$ cat src/rtl/mdio_mgmt_pkg.sv
// mdio_mgmt_pkg: shared definitions for the MDIO management controller.
//   - mgmt_state_t : sequencer FSM states
//   - MII register addresses, BMSR link bit position
//   - power-up init write table plus lookup helpers
// No ports (package).
package mdio_mgmt_pkg;

    typedef enum logic [2:0] {
        WAIT_RST,
        INIT_ISSUE,
        INIT_WAIT,
        IDLE,
        HOST_ISSUE,
        HOST_WAIT,
        POLL_ISSUE,
        POLL_WAIT
    } mgmt_state_t;

    localparam logic [4:0] BMCR = 5'd0;
    localparam logic [4:0] BMSR = 5'd1;
    localparam logic [4:0] ANAR = 5'd4;
    localparam logic [4:0] GBCR = 5'd9;

    localparam int unsigned BMSR_LINK_BIT = 2;

    localparam logic [4:0]  INIT_REG  [3] = '{ANAR, GBCR, BMCR};
    localparam logic [15:0] INIT_DATA [3] = '{16'h01E1, 16'h0200, 16'h1340};

    // Positions beyond the three-entry table repeat the final (BMCR) entry.
    function automatic logic [4:0] init_reg(input logic [3:0] idx);
        case (idx)
            4'd0:    return INIT_REG[0];
            4'd1:    return INIT_REG[1];
            default: return INIT_REG[2];
        endcase
    endfunction

    function automatic logic [15:0] init_data(input logic [3:0] idx);
        case (idx)
            4'd0:    return INIT_DATA[0];
            4'd1:    return INIT_DATA[1];
            default: return INIT_DATA[2];
        endcase
    endfunction

endpackage

$ cat src/rtl/mdio_mgmt_poll_timer.sv
// mdio_mgmt_poll_timer: free-running BMSR poll interval timer.
//   clk, reset : clock, asynchronous active-high reset
//   enable     : timer runs while high, held at zero while low
//   clear      : drops the pending flag (poll being issued)
//   poll_pend  : set on every wrap at POLL_CYCLES-1; a wrap while already
//                pending is absorbed, so at most one poll is ever owed
module mdio_mgmt_poll_timer #(
    parameter int unsigned POLL_CYCLES = 1250000
) (
    input  logic clk,
    input  logic reset,
    input  logic enable,
    input  logic clear,
    output logic poll_pend
);

    localparam logic [31:0] CNT_LAST = 32'(POLL_CYCLES - 1);

    logic [31:0] cnt;
    logic        wrap;

    assign wrap = enable && (cnt == CNT_LAST);

    always_ff @(posedge clk or posedge reset) begin
        if (reset) begin
            cnt       <= '0;
            poll_pend <= 1'b0;
        end else begin
            if (!enable || wrap) cnt <= '0;
            else                 cnt <= cnt + 32'd1;
            // A fresh wrap outranks a coincident clear: that interval is owed too.
            if (wrap)       poll_pend <= 1'b1;
            else if (clear) poll_pend <= 1'b0;
        end
    end

endmodule

$ cat src/rtl/mdio_mgmt_ctrl.sv
// mdio_mgmt_ctrl: power-up sequencer and arbiter in front of the MDIO master.
// Replays the init write table after reset, then serves host requests and
// (optionally) periodic BMSR polls for link state.
//   host_req_*/host_rw/host_reg/host_wdata : host command (valid/ready)
//   host_rdata_valid/host_rdata            : host read result
//   mdio_cmd_*/mdio_rw/mdio_reg/mdio_wdata : command to MDIO master
//   mdio_rdata_valid/mdio_rdata            : read result from master
//   init_done, link_up, busy               : status
// Build option: define MDIO_MGMT_LINK_POLL_EN to include the poll timer,
// POLL states and link_up tracking; otherwise link_up is tied low.
module mdio_mgmt_ctrl
    import mdio_mgmt_pkg::*;
#(
    parameter int unsigned RESET_WAIT_CYCLES = 125000,
    parameter int unsigned POLL_CYCLES       = 1250000,
    parameter int unsigned INIT_LEN          = 3
) (
    input  logic        clk,
    input  logic        reset,
    input  logic        host_req_valid,
    output logic        host_req_ready,
    input  logic        host_rw,
    input  logic [4:0]  host_reg,
    input  logic [15:0] host_wdata,
    output logic        host_rdata_valid,
    output logic [15:0] host_rdata,
    output logic        mdio_cmd_valid,
    input  logic        mdio_cmd_ready,
    output logic        mdio_rw,
    output logic [4:0]  mdio_reg,
    output logic [15:0] mdio_wdata,
    input  logic        mdio_rdata_valid,
    input  logic [15:0] mdio_rdata,
    output logic        init_done,
    output logic        link_up,
    output logic        busy
);

    localparam logic [31:0] RST_LAST  = 32'(RESET_WAIT_CYCLES - 1);
    localparam logic [3:0]  INIT_LAST = 4'(INIT_LEN - 1);

    mgmt_state_t state, state_n;
    logic [31:0] rst_cnt;
    logic [3:0]  idx;
    logic        wr_armed;
    logic        wr_done;
    logic        h_rw;
    logic [4:0]  h_reg;
    logic [15:0] h_wdata;

    // The master drops ready the cycle after accept; wr_armed masks that
    // first WAIT cycle so a write completes no earlier than accept+2.
    assign wr_done = wr_armed && mdio_cmd_ready;

`ifdef MDIO_MGMT_LINK_POLL_EN
    logic poll_pend;
    logic poll_clear;
    logic link_up_q;

    mdio_mgmt_poll_timer #(
        .POLL_CYCLES(POLL_CYCLES)
    ) u_poll_timer (
        .clk      (clk),
        .reset    (reset),
        .enable   (init_done),
        .clear    (poll_clear),
        .poll_pend(poll_pend)
    );

    assign link_up = link_up_q;
`else
    logic unused_poll_cfg;
    assign unused_poll_cfg = ^POLL_CYCLES;
    assign link_up = 1'b0;
`endif

    always_ff @(posedge clk or posedge reset) begin
        if (reset) state <= WAIT_RST;
        else       state <= state_n;
    end

    always_comb begin
        state_n        = state;
        mdio_cmd_valid = 1'b0;
        mdio_rw        = 1'b0;
        mdio_reg       = '0;
        mdio_wdata     = '0;
        host_req_ready = 1'b0;
        busy           = 1'b0;
`ifdef MDIO_MGMT_LINK_POLL_EN
        poll_clear     = 1'b0;
`endif
        case (state)
            WAIT_RST: begin
                if (rst_cnt == RST_LAST) state_n = INIT_ISSUE;
            end
            INIT_ISSUE: begin
                busy           = 1'b1;
                mdio_cmd_valid = 1'b1;
                mdio_reg       = init_reg(idx);
                mdio_wdata     = init_data(idx);
                if (mdio_cmd_ready) state_n = INIT_WAIT;
            end
            INIT_WAIT: begin
                busy = 1'b1;
                if (wr_done) state_n = (idx == INIT_LAST) ? IDLE : INIT_ISSUE;
            end
            IDLE: begin
                host_req_ready = init_done;
                if (host_req_valid && init_done) state_n = HOST_ISSUE;
`ifdef MDIO_MGMT_LINK_POLL_EN
                else if (poll_pend) begin
                    state_n    = POLL_ISSUE;
                    poll_clear = 1'b1;
                end
`endif
            end
            HOST_ISSUE: begin
                busy           = 1'b1;
                mdio_cmd_valid = 1'b1;
                mdio_rw        = h_rw;
                mdio_reg       = h_reg;
                mdio_wdata     = h_wdata;
                if (mdio_cmd_ready) state_n = HOST_WAIT;
            end
            HOST_WAIT: begin
                busy = 1'b1;
                if (h_rw ? mdio_rdata_valid : wr_done) state_n = IDLE;
            end
`ifdef MDIO_MGMT_LINK_POLL_EN
            POLL_ISSUE: begin
                busy           = 1'b1;
                mdio_cmd_valid = 1'b1;
                mdio_rw        = 1'b1;
                mdio_reg       = BMSR;
                if (mdio_cmd_ready) state_n = POLL_WAIT;
            end
            POLL_WAIT: begin
                busy = 1'b1;
                if (mdio_rdata_valid) state_n = IDLE;
            end
`endif
            default: state_n = WAIT_RST;
        endcase
    end

    always_ff @(posedge clk or posedge reset) begin
        if (reset) begin
            rst_cnt          <= '0;
            idx              <= '0;
            init_done        <= 1'b0;
            wr_armed         <= 1'b0;
            h_rw             <= 1'b0;
            h_reg            <= '0;
            h_wdata          <= '0;
            host_rdata_valid <= 1'b0;
            host_rdata       <= '0;
`ifdef MDIO_MGMT_LINK_POLL_EN
            link_up_q        <= 1'b0;
`endif
        end else begin
            host_rdata_valid <= 1'b0;
            wr_armed         <= busy && !mdio_cmd_valid;

            if (state == WAIT_RST) begin
                idx <= '0;
                if (rst_cnt != RST_LAST) rst_cnt <= rst_cnt + 32'd1;
            end

            if (state == INIT_WAIT && wr_done) begin
                idx <= idx + 4'd1;
                if (idx == INIT_LAST) init_done <= 1'b1;
            end

            if (host_req_ready && host_req_valid) begin
                h_rw    <= host_rw;
                h_reg   <= host_reg;
                h_wdata <= host_wdata;
            end

            if (state == HOST_WAIT && h_rw && mdio_rdata_valid) begin
                host_rdata       <= mdio_rdata;
                host_rdata_valid <= 1'b1;
            end

`ifdef MDIO_MGMT_LINK_POLL_EN
            if (state == POLL_WAIT && mdio_rdata_valid)
                link_up_q <= mdio_rdata[BMSR_LINK_BIT];
`endif
        end
    end

endmodule

$ cat config.mk
export PLATFORM = sky130hd
export DESIGN_NAME = mdio_mgmt_ctrl
export DESIGN_NICKNAME = d
export VERILOG_FILES = /design/src/rtl/mdio_mgmt_pkg.sv /design/src/rtl/mdio_mgmt_poll_timer.sv /design/src/rtl/mdio_mgmt_ctrl.sv
export SDC_FILE = /design/constraint.sdc
export NUM_CORES = 1
export LEC_CHECK = 0
export CELL_PAD_IN_SITES_DETAIL_PLACEMENT = 0
export CELL_PAD_IN_SITES_GLOBAL_PLACEMENT = 1
export CORE_UTILIZATION = 38
export CTS_CLUSTER_SIZE = 28
export DETAILED_ROUTE_END_ITERATION = 8
export GPL_ROUTABILITY_DRIVEN = 0
export PLACE_DENSITY_LB_ADDON = 0.1
export SLEW_MARGIN = 10
export SYNTH_ARGS = -nofsm -noshare
export SYNTH_HDL_FRONTEND = slang
export SYNTH_SLANG_ARGS = --single-unit
$ cat constraint.sdc
create_clock -name clk -period 3 [get_ports clk]
set_clock_uncertainty 0.1 [all_clocks]
set_input_delay 0.6 -clock clk [delete_from_list [all_inputs] [get_ports clk]]
set_output_delay 0.6 -clock clk [all_outputs]
set_load 0.02 [all_outputs]
==> metrics list <==
* Status: completed
- The initial antenna violation count is 0.
* Pre-antenna DRT Iters: 4
* Transition time at the pin with the least slew margin: 0.562 ns
- The number of global-route vias before repair was 2867.
- The share of synthesized area in the top cell type comes to approximately 54%.
* Total setup violations reported at the end of the flow: 0
- After synthesis the netlist holds a flip-flop and latch count of 80.
* Worst-path clk slew: 0.09 ns
- Post-synth cell types: between 40 and 50
* TritonCTS clock tree: yes
- Number of nets produced by synthesis: around 400
- Counting flops per register, the top entry is rst_cnt.
- Registers with the highest flip-flop counts: rst_cnt (32), h_wdata (16), host_rdata (16)
- Remaining routing DRC violations: 0
- Max-slew headroom: a little over 60%
- VDD sags by at most between 0.3 and 0.4 mV.
* Largest net degree at the start of global routing: 45
- After filler insertion, the fill cell instance count of the layout stands at ~880.
* Max Buffers Root-to-Sink: 2
- After layout, the design draws a total of around 0.0040 W.
- Setup repair after global routing left no endpoint under its margin.
- Compared with the post-synthesis result, the final layout area differs by 34.1%.
- Crit path required time: roughly 2.3 ns
- Met1 Routed Length: between 3000 and 4000 um
- Share of synthesized flip-flops with an asynchronous set or reset: 100%
* Number of enable-type register cells in the synthesized netlist: 0
* Core area: 9370 um^2
- Setup Total Neg Slack: 0 ns
- The number of antenna diodes in the final layout is 0.
- Share of synthesized area occupied by flip-flops and latches: 53.7%
* Category of the most critical setup path: reg -> out
* PD cells: roughly 790 nW/um^2
- Cell count after synthesis: roughly 360
- Measured along the y axis, the die boundary spans 101 um.
- Vias after detailed routing: approximately 3k
- Highest routing layer actually used: met4
* Peak clock frequency supported by timing: 350 MHz
* Post-synthesis average cell area: around 10 um^2
- Post-route fraction of the period consumed by the critical path: around 95%
- The max-slew violation count came to 0.
* Routed WL: 8460 um
- Highest fanout seen on the critical path: 16
* Horizontal die dimension: about 100 um
- The register with the most flip-flops in the layout has 32 of them.
* Leakage: between 2 and 2.5 nW
- Hold Crit Class: reg -> reg
- Most frequent cells after synthesis: 80 x dfrtp_1, 73 x nand2_1, 26 x xnor2_1, 23 x mux2_2, 20 x and3_1
- Number of primary I/O pins: slightly below 90
* Top cell type by total area after synthesis: dfrtp_1
- Wirelength per Cell: 14.5 um
- Number of maximum-capacitance violations: 0
- Count of clock tree sinks: 80
* Most used DFF post-synth: dfrtp_1
* Total CTS buffers: 9
- Hold repair after CTS inserted 0 buffers.
- Final period demand of the worst path: about 2.9 ns
- Die outline area: 10200 um^2
* Path depth of the worst reg2reg path: 6
* H-tree depth: 3
- The mapped netlist covers between 3000 and 4000 um^2.
- IO Port Bufs: 85
- Effective utilization at floorplan: 39.8%
- Count of antenna-violating nets left after detailed routing: 0
- STA puts the critical path data arrival time at about 2.2 ns.
- DRC marker count from the first detailed-route iteration: 55
* Final hold violations: 0
- Most repeated cell in the gate-level netlist after synthesis: dfrtp_1
- The first global-routing pass estimated 13800 um of wire.
- Share of layout cells above drive strength 1: between 10% and 20%
* CP startpoint kind: flip-flop
- By area the synthesized netlist is led by dfrtp_1 54%, nand2_1 7.3%, mux2_2 6.9%, xnor2_1 6.1%, and3_1 3.4%.
- Counting instances, the worst hold path has a depth of 1.
* HPWL after detailed placement: about 6000 um
* Layout net count: 499
- In the detailed route, the total length drawn on met3 is 616 um.
* CP Capture Type: primary output
* Remaining Overflow, GRT: 0
* Met2 routed WL: approximately 3800 um
- After detailed routing, the number of vias per cell comes to approximately 5.0.
* YS warnings: 0
* Clock Root Buffer: clkbuf_8
- Clock latency on the worst-skew pair, taken at its later pin, is about 0.35 ns.
- Global routing used 17.5% of the available tracks across all layers.
- The floorplan has 35 rows.
-- kinds of logic after synthesis --
family	count (synthesis)	synth area share [%]
AO/OA/AOI/OAI	32	5.43
XOR/XNOR	31	7.28
AND/OR/NAND/NOR	164	22.3
adder cells (fa/ha/maj)	5	1.68
other	1	0.101
multiplexers	23	6.94
buffers and inverters	23	2.55
flip-flops	80	53.7
-- worst max-delay path, stage by stage, from the launching register on --
cell,delay (ns)
dfrtp_1,0.61
nor2b_1,0.27
nand2_1,0.07
o21ai_0,0.11
or2_2,0.15
clkdlybuf4s50_1,0.60
-- path summary, 6_finish.rpt --
kind	from	to	slack, ns
worst max register to register	state[2]	rst_cnt[15]	0.78
worst max-delay path	state[0]	busy	0.14
worst min register to register	rst_cnt[31]	rst_cnt[31]	0.38
worst min-delay path	rst_cnt[31]	rst_cnt[31]	0.38
max in group asynchronous	reset	h_wdata[8]	1.81
min in group asynchronous	reset	host_rdata[4]	0.39
-- metal layers --
| metal | global-route usage [%] | up-vias |
|---|---|---|
| li1 | - | 1407 |
| met1 | 23.2 | 1432 |
| met2 | 26.2 | 67 |
| met3 | 6.45 | 12 |
| met4 | 6.02 | 0 |
| met5 | 0 | - |
-- power by group --
group | internal (W) | switching, W | leakage [nW] | total (W)
Combinational | 0.000748 | 0.000723 | 1.20 | 0.00147
Clock | 0.000436 | 0.000417 | 0.103 | 0.000853
Sequential | 0.00139 | 0.000238 | 1.06 | 0.00163
-- what timing repair did --
item / 4_1_cts / 5_1_grt
setup buffers: 0 / 0
endpoints found under the setup margin: 0 / 15
resized for setup: 0 / 7
-- per-stage QoR --
stage	hold slack, ns	cells	utilization, %	setup slack [ns]	instance area, um^2
6_report	0.376	585	53.4	0.143	5000
5_1_grt	0.400	585	53.4	0.00108	5000
4_1_cts	0.382	585	53.2	0.0381	4990
3_5_place_dp	0.363	569	50.9	0.457	4770
3_3_place_gp	0.357	569	50.9	0.431	4770
2_1_floorplan	0.346	359	-	0.248	3730
-- cell usage in the layout (no fill, tap or decap), types with 9 or more instances in the layout --
cell type and n:
nand2_1 73, nor2_1 12, xnor2_1 26, o21ai_0 9, mux2_2 23, buf_4 10
and3_1 20, nand4_1 10, nand3_1 18, clkdlybuf4s50_1 79, clkbuf_8 11, dfrtp_1 79
-- layout make-up --
class,instances,area [um^2],share of cell area [%]
sequential,80,2000,40.0
clock buffer,11,151,3.03
timing repair buffer,96,961,19.2
tap,129,161,3.23
inverter,8,31.3,0.625
clock inverter,5,62.6,1.25
multi-input combinational,256,1630,32.6
Power figures use the tool's default switching activity.
